===== src/rtl/note_sequencer_if.sv =====
// Bus between the sequencer and its song loader / renderer / scorer.
// The loader side drives control and song data; the sequencer drives playback state.
interface note_sequencer_if #(
  parameter int unsigned SONG_LEN = 100,
  parameter int unsigned WINDOW   = 8
);
  logic                start;
  logic                abort;
  logic                pause;
  logic [SONG_LEN-1:0] song_red;
  logic [SONG_LEN-1:0] song_yellow;
  logic [SONG_LEN-1:0] song_blue;
  logic [7:0]          song_total_notes;

  logic [WINDOW-1:0]   win_red;
  logic [WINDOW-1:0]   win_yellow;
  logic [WINDOW-1:0]   win_blue;
  logic                hit_red;
  logic                hit_yellow;
  logic                hit_blue;
  logic                beat_tick;
  logic [6:0]          position;
  logic [7:0]          notes_played;
  logic [7:0]          total_notes;
  logic                busy;
  logic                done;

  modport master (
    output start, abort, pause, song_red, song_yellow, song_blue, song_total_notes,
    input  win_red, win_yellow, win_blue, hit_red, hit_yellow, hit_blue,
           beat_tick, position, notes_played, total_notes, busy, done
  );

  modport slave (
    input  start, abort, pause, song_red, song_yellow, song_blue, song_total_notes,
    output win_red, win_yellow, win_blue, hit_red, hit_yellow, hit_blue,
           beat_tick, position, notes_played, total_notes, busy, done
  );
endinterface


===== src/rtl/note_sequencer.sv =====
// Plays back three lane vectors one column per beat, exposing a look-ahead
// window and one-cycle hit pulses; tracks progress, pause and end of song.
module note_sequencer #(
  parameter int unsigned SONG_LEN = 100,
  parameter int unsigned BEAT_DIV = 12500000,
  parameter int unsigned WINDOW   = 8
) (
  input  logic              clk,
  input  logic              resetn,
  note_sequencer_if.slave   bus
);

  localparam int unsigned CNT_W = (BEAT_DIV > 2) ? $clog2(BEAT_DIV) : 1;
  localparam int unsigned POS_W = 7;
  localparam int unsigned NP_W  = 8;

  typedef enum logic [1:0] {
    ST_IDLE = 2'd0,
    ST_PLAY = 2'd1,
    ST_DONE = 2'd2
  } state_e;

  state_e              state_q, state_d;
  logic [SONG_LEN-1:0] red_q, red_d;
  logic [SONG_LEN-1:0] yellow_q, yellow_d;
  logic [SONG_LEN-1:0] blue_q, blue_d;
  logic [CNT_W-1:0]    cnt_q, cnt_d;
  logic [POS_W-1:0]    position_q, position_d;
  logic [NP_W-1:0]     notes_played_q, notes_played_d;
  logic [NP_W-1:0]     total_notes_q, total_notes_d;
  logic                hit_red_q, hit_red_d;
  logic                hit_yellow_q, hit_yellow_d;
  logic                hit_blue_q, hit_blue_d;
  logic                beat_tick_q, beat_tick_d;

  // State and datapath registers
  always_ff @(posedge clk or negedge resetn) begin
    if (!resetn) begin
      state_q        <= ST_IDLE;
      red_q          <= '0;
      yellow_q       <= '0;
      blue_q         <= '0;
      cnt_q          <= '0;
      position_q     <= '0;
      notes_played_q <= '0;
      total_notes_q  <= '0;
      hit_red_q      <= 1'b0;
      hit_yellow_q   <= 1'b0;
      hit_blue_q     <= 1'b0;
      beat_tick_q    <= 1'b0;
    end else begin
      state_q        <= state_d;
      red_q          <= red_d;
      yellow_q       <= yellow_d;
      blue_q         <= blue_d;
      cnt_q          <= cnt_d;
      position_q     <= position_d;
      notes_played_q <= notes_played_d;
      total_notes_q  <= total_notes_d;
      hit_red_q      <= hit_red_d;
      hit_yellow_q   <= hit_yellow_d;
      hit_blue_q     <= hit_blue_d;
      beat_tick_q    <= beat_tick_d;
    end
  end

  // Next-state and datapath; abort overrides everything but the latched note count
  always_comb begin
    state_d        = state_q;
    red_d          = red_q;
    yellow_d       = yellow_q;
    blue_d         = blue_q;
    cnt_d          = cnt_q;
    position_d     = position_q;
    notes_played_d = notes_played_q;
    total_notes_d  = total_notes_q;
    hit_red_d      = 1'b0;
    hit_yellow_d   = 1'b0;
    hit_blue_d     = 1'b0;
    beat_tick_d    = 1'b0;

    if (bus.abort) begin
      state_d        = ST_IDLE;
      red_d          = '0;
      yellow_d       = '0;
      blue_d         = '0;
      cnt_d          = '0;
      position_d     = '0;
      notes_played_d = '0;
    end else begin
      case (state_q)
        ST_IDLE, ST_DONE: begin
          if (bus.start) begin
            state_d        = ST_PLAY;
            red_d          = bus.song_red;
            yellow_d       = bus.song_yellow;
            blue_d         = bus.song_blue;
            total_notes_d  = bus.song_total_notes;
            cnt_d          = '0;
            position_d     = '0;
            notes_played_d = '0;
          end
        end
        ST_PLAY: begin
          if (!bus.pause) begin
            if (cnt_q == CNT_W'(BEAT_DIV - 1)) begin
              cnt_d        = '0;
              beat_tick_d  = 1'b1;
              hit_red_d    = red_q[SONG_LEN-1];
              hit_yellow_d = yellow_q[SONG_LEN-1];
              hit_blue_d   = blue_q[SONG_LEN-1];
              red_d        = red_q << 1;
              yellow_d     = yellow_q << 1;
              blue_d       = blue_q << 1;
              position_d   = position_q + POS_W'(1);
              if ((red_q[SONG_LEN-1] | yellow_q[SONG_LEN-1] | blue_q[SONG_LEN-1])
                  && (notes_played_q != {NP_W{1'b1}})) begin
                notes_played_d = notes_played_q + NP_W'(1);
              end
              if (position_q == POS_W'(SONG_LEN - 1)) begin
                state_d = ST_DONE;
              end
            end else begin
              cnt_d = cnt_q + CNT_W'(1);
            end
          end
        end
        default: state_d = ST_IDLE;
      endcase
    end
  end

  // Windows come straight from the shadow registers, so they track each shift
  assign bus.win_red      = red_q[SONG_LEN-1 -: WINDOW];
  assign bus.win_yellow   = yellow_q[SONG_LEN-1 -: WINDOW];
  assign bus.win_blue     = blue_q[SONG_LEN-1 -: WINDOW];
  assign bus.hit_red      = hit_red_q;
  assign bus.hit_yellow   = hit_yellow_q;
  assign bus.hit_blue     = hit_blue_q;
  assign bus.beat_tick    = beat_tick_q;
  assign bus.position     = position_q;
  assign bus.notes_played = notes_played_q;
  assign bus.total_notes  = total_notes_q;
  assign bus.busy         = (state_q == ST_PLAY);
  assign bus.done         = (state_q == ST_DONE);

endmodule


===== src/flat_wrapper.sv =====
// flat-port wrapper written by rule: the top's interface ports become plain ports
module note_sequencer_flat 
#(
  parameter int unsigned SONG_LEN = 100,
  parameter int unsigned BEAT_DIV = 12500000,
  parameter int unsigned WINDOW   = 8
)
  (clk, resetn, bus_start, bus_abort, bus_pause, bus_song_red, bus_song_yellow, bus_song_blue, bus_song_total_notes, bus_win_red, bus_win_yellow, bus_win_blue, bus_hit_red, bus_hit_yellow, bus_hit_blue, bus_beat_tick, bus_position, bus_notes_played, bus_total_notes, bus_busy, bus_done);
  note_sequencer_if #(.SONG_LEN(SONG_LEN), .WINDOW(WINDOW)) bus_i ();
  input  logic clk;
  input  logic resetn;
  input wire logic [$bits(bus_i.start)-1:0] bus_start;
  input wire logic [$bits(bus_i.abort)-1:0] bus_abort;
  input wire logic [$bits(bus_i.pause)-1:0] bus_pause;
  input wire logic [$bits(bus_i.song_red)-1:0] bus_song_red;
  input wire logic [$bits(bus_i.song_yellow)-1:0] bus_song_yellow;
  input wire logic [$bits(bus_i.song_blue)-1:0] bus_song_blue;
  input wire logic [$bits(bus_i.song_total_notes)-1:0] bus_song_total_notes;
  output wire logic [$bits(bus_i.win_red)-1:0] bus_win_red;
  output wire logic [$bits(bus_i.win_yellow)-1:0] bus_win_yellow;
  output wire logic [$bits(bus_i.win_blue)-1:0] bus_win_blue;
  output wire logic [$bits(bus_i.hit_red)-1:0] bus_hit_red;
  output wire logic [$bits(bus_i.hit_yellow)-1:0] bus_hit_yellow;
  output wire logic [$bits(bus_i.hit_blue)-1:0] bus_hit_blue;
  output wire logic [$bits(bus_i.beat_tick)-1:0] bus_beat_tick;
  output wire logic [$bits(bus_i.position)-1:0] bus_position;
  output wire logic [$bits(bus_i.notes_played)-1:0] bus_notes_played;
  output wire logic [$bits(bus_i.total_notes)-1:0] bus_total_notes;
  output wire logic [$bits(bus_i.busy)-1:0] bus_busy;
  output wire logic [$bits(bus_i.done)-1:0] bus_done;
  assign bus_i.start = bus_start;
  assign bus_i.abort = bus_abort;
  assign bus_i.pause = bus_pause;
  assign bus_i.song_red = bus_song_red;
  assign bus_i.song_yellow = bus_song_yellow;
  assign bus_i.song_blue = bus_song_blue;
  assign bus_i.song_total_notes = bus_song_total_notes;
  assign bus_win_red = bus_i.win_red;
  assign bus_win_yellow = bus_i.win_yellow;
  assign bus_win_blue = bus_i.win_blue;
  assign bus_hit_red = bus_i.hit_red;
  assign bus_hit_yellow = bus_i.hit_yellow;
  assign bus_hit_blue = bus_i.hit_blue;
  assign bus_beat_tick = bus_i.beat_tick;
  assign bus_position = bus_i.position;
  assign bus_notes_played = bus_i.notes_played;
  assign bus_total_notes = bus_i.total_notes;
  assign bus_busy = bus_i.busy;
  assign bus_done = bus_i.done;
  note_sequencer #(.SONG_LEN(SONG_LEN), .BEAT_DIV(BEAT_DIV), .WINDOW(WINDOW)) u_core (.clk(clk), .resetn(resetn), .bus(bus_i));
endmodule

===== config.mk =====
export PLATFORM = sky130hd
export DESIGN_NAME = note_sequencer_flat
export DESIGN_NICKNAME = d
export VERILOG_FILES = /design/src/rtl/note_sequencer_if.sv /design/src/rtl/note_sequencer.sv /design/src/flat_wrapper.sv
export SDC_FILE = /design/constraint.sdc
export NUM_CORES = 1
export LEC_CHECK = 0
export BUFFER_PORTS_ARGS = -buffer_cell sky130_fd_sc_hd__clkbuf_2
export CAP_MARGIN = 5
export CORE_ASPECT_RATIO = 0.6
export CORE_MARGIN = 2
export CORE_UTILIZATION = 40
export CTS_CLUSTER_DIAMETER = 150
export CTS_CLUSTER_SIZE = 28
export DETAILED_ROUTE_END_ITERATION = 10
export PLACE_DENSITY = 0.65
export SETUP_SLACK_MARGIN = 0.3
export SYNTH_ARGS = -nofsm -noshare
export SYNTH_HDL_FRONTEND = slang
export SYNTH_SLANG_ARGS = --single-unit

===== constraint.sdc =====
create_clock -name clk -period 2 [get_ports clk]
set_input_delay 0.6 -clock clk [delete_from_list [all_inputs] [get_ports clk]]
set_output_delay 0.6 -clock clk [all_outputs]
set_load 0.05 [all_outputs]

==> results of run 1 <==
cells in the final DEF, fill, tap and decap left out, types with 23 or more instances in the layout:
| cell type | n |
|---|---|
| clkbuf_16 | 27 |
| o31ai_2 | 124 |
| clkbuf_2 | 356 |
| nand2_1 | 313 |
| nor2_1 | 23 |
| mux2i_1 | 299 |
| o31ai_1 | 159 |
| buf_4 | 100 |
| buf_12 | 31 |
| dfrtp_1 | 342 |
how the worst min path moves through the flow:
| stage | endpoint | slack (ps) | depth (start not counted) | from |
|---|---|---|---|---|
| after floorplan | u_core.blue_q[0] | 300 | 0 | resetn |
| after detailed placement | u_core.yellow_q[0] | 460 | 2 | u_core.yellow_q[0] |
| final | u_core.yellow_q[0] | 280 | 3 | bus_song_yellow[0] |
| after global routing | u_core.bus.total_notes[1] | 270 | 2 | bus_song_total_notes[1] |
| after CTS | u_core.yellow_q[0] | 260 | 3 | bus_song_yellow[0] |
| after global placement | u_core.blue_q[0] | 450 | 2 | u_core.blue_q[0] |
cell type report:
| class | instances | area (um2) | area share, % |
|---|---|---|---|
| Clock inverter | 1 | 16.3 | 0.0705 |
| Timing Repair Buffer | 544 | 4290 | 18.6 |
| Inverter | 5 | 35.0 | 0.152 |
| Multi-Input combinational cell | 1102 | 8720 | 37.8 |
| Sequential cell | 353 | 8850 | 38.4 |
| Tap cell | 579 | 724 | 3.14 |
| Clock buffer | 19 | 433 | 1.88 |
sequential cells by signal, indices dropped and copies added (netlist names):
signal,count
u_core.bus.notes_played,8
u_core.cnt_q,24
u_core.blue_q,100
u_core.bus.beat_tick,1
u_core.yellow_q,100
u_core.bus.hit_blue,1
u_core.red_q,100
u_core.bus.hit_yellow,1
u_core.bus.hit_red,1
u_core.bus.position,7
u_core.bus.total_notes,8
u_core.state_q,2
critical path: stages (launching register included):
cell and delay, ps:
dfrtp_1 390, buf_4 140, buf_6 120, nand2b_4 130, inv_16 40, clkbuf_16 160
synthesized netlist by cell type (8+ instances only):
| library cell | count | share of area, % |
|---|---|---|
| o31ai_1 | 301 | 13 |
| nand3_1 | 14 | 0.40 |
| nand2_1 | 325 | 7.0 |
| mux2_2 | 9 | 0.58 |
| nor3_1 | 12 | 0.35 |
| or3_1 | 10 | 0.36 |
| o21ai_0 | 13 | 0.38 |
| clkbuf_1 | 66 | 1.4 |
| buf_4 | 36 | 1.6 |
| nand4_1 | 8 | 0.29 |
| mux2i_1 | 300 | 17 |
| buf_2 | 62 | 1.8 |
| and2_1 | 8 | 0.29 |
| nor2_1 | 26 | 0.56 |
| xnor2_1 | 14 | 0.71 |
| dfrtp_1 | 353 | 51 |
cells by family after synthesis:
family | after synthesis | share of synthesized area, %
multiplexers | 309 | 17.9
buffers and inverters | 172 | 4.95
AND/OR/NAND/NOR | 435 | 10.7
AO/OA/AOI/OAI | 336 | 14.4
adder cells (fa/ha/maj) | 3 | 0.216
XOR/XNOR | 19 | 0.960
flip-flops | 353 | 50.9
repair_timing:
item	CTS	global route
endpoints found under the setup margin	398	406
pin swaps	10	5
cloned	9	11
gates resized for setup	120	137
buffers inserted	14	4
endpoints found under the hold margin	26	0
hold buffers	1	0
per-layer routing:
metal / share of wire (%) / vias to the layer above / global-route usage, %
li1: - / 6639 / -
met1: 47 / 7026 / 29.7
met2: 47 / 349 / 31.7
met3: 4.8 / 49 / 3.04
met4: 1.7 / 0 / 3.92
met5: 0 / - / 0
power by group:
part / switching [mW] / total (mW) / leakage, nW / internal [mW]
registers: 0.447 / 8.30 / 4.65 / 7.85
logic: 2.35 / 4.31 / 5.68 / 1.96
clock network: 2.34 / 3.91 / 0.219 / 1.57
total: 5.13 / 16.5 / 10.5 / 11.4
==> run summary, run 1 <==
DRC errors left: 0
buffers added on ports: 365
count of clock tree sinks: 353
count of final setup violators: 249
max-cap violations: 0
Final min period: 2130 ps
Starting Density: 40.3%
critical path capture point: bus_busy
Syn Inst Count: 1627
Sum Neg Setup Slack: -10740 ps
Die Wd: 273 um
die boundary height: 165 um
worst hold-check path type: in2reg
leakage power total: 10.5 nW
path depth of the worst reg2reg path: 9
clock buffers created by TritonCTS: 16
Placeable Area: 43000 um2
Post-synth ARST share: 100%
WHS: 281 ps
transition time at the pin with the least slew margin: 617 ps
count of routing violations after the opening detailed-route iteration: 912
mean post-synth cell area: 10.7 um2
worst flop-to-flop path startpoint: u_core.cnt_q[1]
non-filler cells, final: 2603
Cell variety after synth: 44
fraction of final layout cells with drive strength greater than 1: 37.8%
post-DP HPWL: 32800 um
Wirelength per Cell: 19.0 um
achievable frequency: 469 MHz
warnings from Yosys: 0
average via count per standard cell: 5.40
Main synth FF type: dfrtp_1
data arrival time of the worst path: 1530 ps
total inserted antenna cells: 0
All-Layer GR Usage: 20.2%
net count of the finished layout: 2338
area enclosed by the die boundary: 45100 um2
final wirelength: 49400 um
relative slew slack: 58.9%
utilization after layout: 53.6%
via count of the first global-routing pass: 13500
setup repair after global routing missed its margin: yes
proportion of synthesized chip area in sequential cells: 50.9%
category of the most critical setup path: reg2out
first-pass detailed-route iteration total: 5
Critical Path Source: u_core.state_q[0]
Pins Over Slew Limit: 0
maximum ir drop on the vdd rail: 0.468 mV
Area growth syn-to-layout: 33.0%
post-layout total power: 16.5 mW
count of endpoints failing hold in the final timing report: 0
maximum number of buffers from clock root to sink: 3
clock latency reported for the late side of the worst-skew pair: 540 ps
wire length of the first global-routing pass: 73300 um
mapped cell area: 17300 um2
CTS root buf: clkbuf_16
dpl ws: -246 ps
total overflow reported by the global router: 0
post-synthesis net count: 1943
count of state elements after synthesis: 353
Worst Setup End Kind: output pin
post-route antenna net violation count: 0
element type at the critical path start: register
htree depth: 1
Post-synth EDFFs: 0
DP Area: 20700 um2
Register-to-Register Setup Slack: -110 ps
worst clock skew: 25.0 ps
Req. time, crit path: 1400 ps
period utilization: 107%
cell count after placement: 2544
Setup WS post-layout: -134 ps
clock transition time at the flip-flop clock pins of the worst setup and hold paths: 120 ps
violated checks: negative setup slack
capture point of the worst reg-to-reg path: u_core.blue_q[6]
Ports: 366
routed via count: 14100
antenna violations before repair: 0
clock tree from TritonCTS: yes
power density over the cells: 716 nW/um2
standard-cell row count: 59
Post-Layout Inst Area: 23100 um2
gpl congestion: 0.804
Fillers: 3672
maximum number of pins on one net before global-route repair: 96
Critical Path Fanout Max: 3
result of the run: finished, violations left
(Power assumes the default switching activity.)
==> run 2, diff against run 1 <==
CTS_BUF_LIST = sky130_fd_sc_hd__clkbuf_8   (was unset)
==> run 2 against run 1 <==
  * The run still ends with negative setup slack left
  * Clock skew increased by 19 ps
  * Sequential power about the same
  * Via count increased by 1.7%
  * Wire length grew 2.9%
  * Maximum frequency is 6.0% lower
  * Clock power fell by 22%
  * Worst setup slack worse by 140 ps
  * Power is 3.7% lower
  * Combinational power is 5.6% higher
  * Clock-buffer cell count fell by 2
  * Global-route usage is 1.1 points higher
  * Largest power group unchanged
  * Highest routed layer unchanged
==> run summary, run 2 (synthesis gave the netlist of run 1 again) <==
result of the run: finished, violations left (unchanged)
violated checks: negative setup slack (unchanged)
power density over the cells: 674 nW/um2 (was 716 nW/um2)
Wirelength per Cell: 19.2 um (was 19.0 um)
dpl ws: -246 ps (unchanged)
count of routing violations after the opening detailed-route iteration: 1129 (was 912)
maximum number of pins on one net before global-route repair: 96 (unchanged)
slowest stage cell on the critical path: dfrtp_1 (unchanged)
Area growth syn-to-layout: 36.1% (was 33.0%)
final wirelength: 50800 um (was 49400 um)
maximum number of buffers from clock root to sink: 3 (unchanged)
Critical Path Fanout Max: 11 (was 3)
combinational power share: 28.6% (was 26.1%)
transition time at the pin with the least slew margin: 602 ps (was 617 ps)
die boundary height: 165 um (unchanged)
Net Sw Frac: 32.1% (was 31.1%)
clock tree from TritonCTS: yes (unchanged)
area enclosed by the die boundary: 45100 um2 (unchanged)
Ports: 366 (unchanged)
total inserted antenna cells: 0 (unchanged)
data arrival time of the worst path: 2770 ps (was 1530 ps)
count of final setup violators: 315 (was 249)
clock latency reported for the late side of the worst-skew pair: 620 ps (was 540 ps)
antenna violations before repair: 0 (unchanged)
most common cell after layout, fill and taps aside: dfrtp_1 (was clkbuf_2)
max-cap violations: 0 (unchanged)
Final min period: 2270 ps (was 2130 ps)
worst hold-check path type: in2reg (unchanged)
Worst Setup End Kind: register (was output pin)
share of total power in the clock network: 19.2% (was 23.7%)
achievable frequency: 440 MHz (was 469 MHz)
worst clock skew: 44.1 ps (was 25.0 ps)
Req. time, crit path: 2500 ps (was 1400 ps)
CTS root buf: clkbuf_8 (was clkbuf_16)
routed via count: 14300 (was 14100)
standard-cell row count: 59 (unchanged)
CP Cell Sequence: ha_4 -> nor4bb_4 -> o311a_1 -> a21oi_4 -> buf_12 -> buf_16 -> buf_12 -> buf_16 -> o31ai_4 (was buf_4 -> buf_6 -> nand2b_4 -> inv_16 -> clkbuf_16)
setup repair after global routing missed its margin: yes (unchanged)
count of endpoints failing hold in the final timing report: 0 (unchanged)
Fillers: 3582 (was 3672)
post-route antenna net violation count: 0 (unchanged)
Setup WS post-layout: -271 ps (was -134 ps)
clock buffers created by TritonCTS: 16 (unchanged)
max incr delay on CP: 420 ps (was 390 ps)
most frequent cells in the layout: dfrtp_1 (340), clkbuf_2 (330), nand2_1 (308) (was clkbuf_2 (356), dfrtp_1 (342), nand2_1 (313))
largest registers: u_core.blue_q (100), u_core.red_q (100), u_core.yellow_q (100) (unchanged)
portion of total power attributed to sequential cells: 52.2% (was 50.2%)
maximum ir drop on the vdd rail: 0.524 mV (was 0.468 mV)
average via count per standard cell: 5.41 (was 5.40)
count of clock tree sinks: 353 (unchanged)
non-filler cells, final: 2644 (was 2603)
leakage power total: 10.8 nW (was 10.5 nW)
first-pass detailed-route iteration total: 5 (unchanged)
category of the most critical setup path: reg2reg (was reg2out)
post-DP HPWL: 32800 um (unchanged)
fraction of final layout cells with drive strength greater than 1: 37.7% (was 37.8%)
cell count after placement: 2544 (unchanged)
relative slew slack: 59.9% (was 58.9%)
Die Wd: 273 um (unchanged)
total overflow reported by the global router: 0 (unchanged)
period utilization: 114% (was 107%)
Net Switching: 5.10 mW (was 5.13 mW)
element type at the critical path start: register (unchanged)
buffers added on ports: 365 (unchanged)
htree depth: 1 (unchanged)
Starting Density: 40.3% (unchanged)
WHS: 202 ps (was 281 ps)
via count of the first global-routing pass: 14100 (was 13500)
clock transition time at the flip-flop clock pins of the worst setup and hold paths: 180 ps (was 120 ps)
Int Pwr: 10.8 mW (was 11.4 mW)
net count of the finished layout: 2379 (was 2338)
wire length of the first global-routing pass: 77100 um (was 73300 um)
Sum Neg Setup Slack: -40390 ps (was -10740 ps)
Placeable Area: 43000 um2 (unchanged)
Pins Over Slew Limit: 0 (unchanged)
All-Layer GR Usage: 21.2% (was 20.2%)
utilization after layout: 54.9% (was 53.6%)
gpl congestion: 0.804 (unchanged)
DRC errors left: 0 (unchanged)
-- run 2: cell count changes in the layout (fill, tap and decap cells not counted), moves of 19 or more --
cell	delta
clkbuf_2	-26
o31ai_1	+34
clkbuf_16	-19
o31ai_2	-42
buf_4	+24
clkbuf_8	+45
-- run 2: layout make-up --
class / count / area (um2) / area share [%]
Multi-Input combinational cell: 1102 / 8650 / 36.6
Clock inverter: 3 / 23.8 / 0.101
Timing Repair Buffer: 585 / 5090 / 21.6
Clock buffer: 17 / 234 / 0.991
Inverter: 5 / 35.0 / 0.148
Tap cell: 579 / 724 / 3.07
Sequential cell: 353 / 8850 / 37.5
-- run 2: final timing paths --
path | start | slack [ps] | cells past startpoint | end
worst max register to register | u_core.cnt_q[0] | -270 | 9 | u_core.blue_q[78]
max in group asynchronous | resetn | 750 | 4 | u_core.blue_q[21]
min in group asynchronous | resetn | 470 | 2 | u_core.blue_q[53]
worst min-delay path | bus_song_yellow[0] | 200 | 3 | u_core.yellow_q[0]
worst min register to register | u_core.yellow_q[0] | 490 | 2 | u_core.yellow_q[0]
worst max-delay path | u_core.cnt_q[0] | -270 | 9 | u_core.blue_q[78]
-- run 2: what timing repair did --
item	in CTS	in global routing
hold endpoints to repair	26	0
hold buffers	1	0
pin swaps	26	6
buffers inserted	48	4
setup endpoints to repair	398	406
gates resized for setup	254	62
cloned	18	9
-- run 2: per-layer routing --
layer / vias up / wire length (um) / global-route usage (%)
li1: 6730 / - / -
met1: 7130 / 23300 / 30.6
met2: 386 / 23800 / 33.8
met3: 62 / 2640 / 3.54
met4: 0 / 1120 / 4.22
met5: - / 0 / 0
-- run 2: power by group through the flow --
stage / sequential [mW] / combinational (mW) / clock, mW
final: 8.29 / 4.55 / 3.05
after global routing: 8.38 / 4.89 / 3.40
after CTS: 8.28 / 4.36 / 3.17
after detailed placement: 8.42 / 3.63 / 0
after floorplan: 8.42 / 2.26 / 0
after global placement: 8.39 / 3.54 / 0
-- run 2: critical path: cells and delay by family (launching register included) --
kind	cells	cell delay (ps)
buffers and inverters	4	590
flip-flops	1	420
AND/OR/NAND/NOR	1	280
AO/OA/AOI/OAI	3	650
adder cells (fa/ha/maj)	1	170
-- run 2: through the flow --
| stage | area [um2] | total power, mW |
|---|---|---|
| after floorplan | 17500 | 10.7 |
| after global placement | 20700 | 11.9 |
| after detailed placement | 20700 | 12.1 |
| after CTS | 23100 | 15.8 |
| after global routing | 23600 | 16.7 |
| final | 23600 | 15.9 |
==> run 3, diff against run 2 <==
PLACE_DENSITY = 0.63   (was 0.65)
clock period = 2.35 ns   (was 2 ns; I/O delays follow)
==> run 3 against run 2 <==
  * The run now ends clean
  * Hold slack improved by 130 ps
  * Cell count decreased by 2.2%
  * Register-to-register slack improved by 390 ps
  * Clock power decreased by 15%
  * Sequential share of layout area increased by 1.8 points
  * Core utilization decreased by 2.5 points
  * Non-clock buffer count decreased by 57
  * Combinational power decreased by 21%
  * Cell area decreased by 4.6%
  * Maximum frequency increased by 1.6%
  * Worst setup slack improved by 390 ps
  * Critical path type unchanged
  * Critical endpoint is now u_core.yellow_q[69]
==> run summary, run 3 (synthesis gave the netlist of run 1 again) <==
All-Layer GR Usage: 20.3% (was 21.2%)
die boundary height: 165 um (unchanged)
clock buffers created by TritonCTS: 16 (unchanged)
maximum ir drop on the vdd rail: 0.360 mV (was 0.524 mV)
worst flop-to-flop path startpoint: u_core.state_q[0] (was u_core.cnt_q[0])
post-DP HPWL: 31000 um (was 32800 um)
transition time at the pin with the least slew margin: 875 ps (was 602 ps)
clock tree from TritonCTS: yes (unchanged)
category of the most critical setup path: reg2reg (unchanged)
Ports: 366 (unchanged)
CP Cell Sequence: buf_6 -> nor3b_4 -> o311a_4 -> a21oi_4 -> buf_12 -> buf_12 -> buf_12 -> buf_16 -> nand2_4 -> o31ai_2 (was ha_4 -> nor4bb_4 -> o311a_1 -> a21oi_4 -> buf_12 -> buf_16 -> buf_12 -> buf_16 -> o31ai_4)
relative slew slack: 41.6% (was 59.9%)
fraction of final layout cells with drive strength greater than 1: 33.2% (was 37.7%)
count of cells along the worst hold path: 3 (unchanged)
worst clock skew: 46.0 ps (was 44.1 ps)
Critical Path Fanout Max: 8 (was 11)
via count of the first global-routing pass: 13300 (was 14100)
Final min period: 2230 ps (was 2270 ps)
startpoint of the tightest hold check path: bus_song_yellow[0] (unchanged)
wire length of the first global-routing pass: 73700 um (was 77100 um)
dominant delay contributor by cell family on the critical path: compound AO/OA/AOI/OAI gates (unchanged)
first-pass detailed-route iteration total: 7 (was 5)
buffers added on ports: 365 (unchanged)
clock transition time at the flip-flop clock pins of the worst setup and hold paths: 170 ps (was 180 ps)
count of endpoints failing hold in the final timing report: 0 (unchanged)
count of routing violations after the opening detailed-route iteration: 1061 (was 1129)
result of the run: completed (was finished, violations left)
dpl ws: -59.1 ps (was -246 ps)
Worst Setup End Kind: register (unchanged)
htree depth: 1 (unchanged)
area enclosed by the die boundary: 45100 um2 (unchanged)
most frequent cells in the layout: clkbuf_2 (357), dfrtp_1 (346), mux2i_1 (300) (was dfrtp_1 (340), clkbuf_2 (330), nand2_1 (308))
utilization after layout: 52.4% (was 54.9%)
standard-cell row count: 59 (unchanged)
setup repair after global routing missed its margin: yes (unchanged)
maximum number of buffers from clock root to sink: 3 (unchanged)
Bufs and invs on worst path: 5 (was 4)
DRC errors left: 0 (unchanged)
count of final setup violators: 0 (was 315)
net count of the finished layout: 2322 (was 2379)
gpl congestion: 0.805 (was 0.804)
Starting Density: 40.3% (unchanged)
capture point of the worst reg-to-reg path: u_core.yellow_q[69] (was u_core.blue_q[78])
slowest stage cell on the critical path: dfrtp_2 (was dfrtp_1)
CTS root buf: clkbuf_8 (unchanged)
Fillers: 3738 (was 3582)
path depth of the worst reg2reg path: 10 (was 9)
average via count per standard cell: 5.33 (was 5.41)
largest registers: u_core.blue_q (100), u_core.red_q (100), u_core.yellow_q (100) (unchanged)
Pins Over Slew Limit: 0 (unchanged)
Die Wd: 273 um (unchanged)
Placeable Area: 43000 um2 (unchanged)
terminating pin of the worst hold path: u_core.yellow_q[0] (unchanged)
cell repeated most along the worst path: buf_12
power density over the cells: 588 nW/um2 (was 674 nW/um2)
Area growth syn-to-layout: 29.9% (was 36.1%)
Setup WS post-layout: 116 ps (was -271 ps)
maximum number of pins on one net before global-route repair: 174 (was 96)
max incr delay on CP: 470 ps (was 420 ps)
max-cap violations: 0 (unchanged)
achievable frequency: 448 MHz (was 440 MHz)
leakage power total: 10.4 nW (was 10.8 nW)
Req. time, crit path: 2850 ps (was 2500 ps)
period utilization: 95.1% (was 114%)
count of clock tree sinks: 353 (unchanged)
Wirelength per Cell: 18.6 um (was 19.2 um)
element type at the critical path start: register (unchanged)
total overflow reported by the global router: 0 (unchanged)
routed via count: 13800 (was 14300)
final wirelength: 48000 um (was 50800 um)
antenna violations before repair: 0 (unchanged)
clock latency reported for the late side of the worst-skew pair: 600 ps (was 620 ps)
most common cell after layout, fill and taps aside: clkbuf_2 (was dfrtp_1)
data arrival time of the worst path: 2730 ps (was 2770 ps)
post-route antenna net violation count: 0 (unchanged)
Register-to-Register Setup Slack: 120 ps (was -270 ps)
worst hold-check path type: in2reg (unchanged)
## run 3: worst max-delay path by stage
stage                           start                  end  slack [ps]  cells past startpoint
global placement            bus_start    u_core.blue_q[54]         -20                      7
CTS                 u_core.state_q[1]             bus_busy         150                      3
floorplan                   bus_start     u_core.red_q[92]         310                      8
finish              u_core.state_q[0]  u_core.yellow_q[69]         120                     10
global route        u_core.state_q[0]  u_core.yellow_q[69]          40                     10
detailed placement          bus_start    u_core.blue_q[41]         -60                      7
## run 3: per-stage QoR
step,cell area (um2),hold slack [ps],total power [mW],TNS (ps),std cells
detailed placement,20100,466,10.1,-5290,2490
global route,22500,291,13.9,0,2585
CTS,22000,266,13.2,0,2573
global placement,20100,452,10.0,-402,2490
finish,22500,329,13.3,0,2587
floorplan,17400,409,9.05,0,1627
## run 3: repair_timing
item                       4_1_cts  5_1_grt
gates resized for setup        135       98
setup buffers                   39       10
hold buffers                     1        0
setup endpoints to repair      335      355
pin swaps                       38       24
cloned                          25        2
hold endpoints to repair        20        0
## run 3: area by class of cell
| type | instances | area [um2] | area share, % |
|---|---|---|---|
| diodes | 2 | 5.00 | 0.0222 |
| clock buffers | 17 | 234 | 1.04 |
| clock inverters | 1 | 16.3 | 0.0722 |
| inverters | 5 | 35.0 | 0.155 |
| multi-input cells | 1102 | 8290 | 36.8 |
| flip-flops and latches | 353 | 8840 | 39.2 |
| well taps | 579 | 724 | 3.22 |
| repair buffers | 528 | 4390 | 19.5 |
## run 3: routing by layer
metal	part of all wire [%]	track usage [%]
met5	0	0
met3	4.8	3.37
met4	0.96	2.92
met1	48	30.1
met2	46	32.0
## run 3: tightest hold or removal path, stage by stage
cell and delay [ps]:
clkbuf_2 90, nand3_1 60, nand2_1 50
## run 3: where the power goes
group	internal (mW)	leakage, nW	total [mW]	switching, mW
Combinational	1.67	5.65	3.58	1.91
Sequential	6.68	4.66	7.09	0.409
Clock	0.677	0.129	2.59	1.91
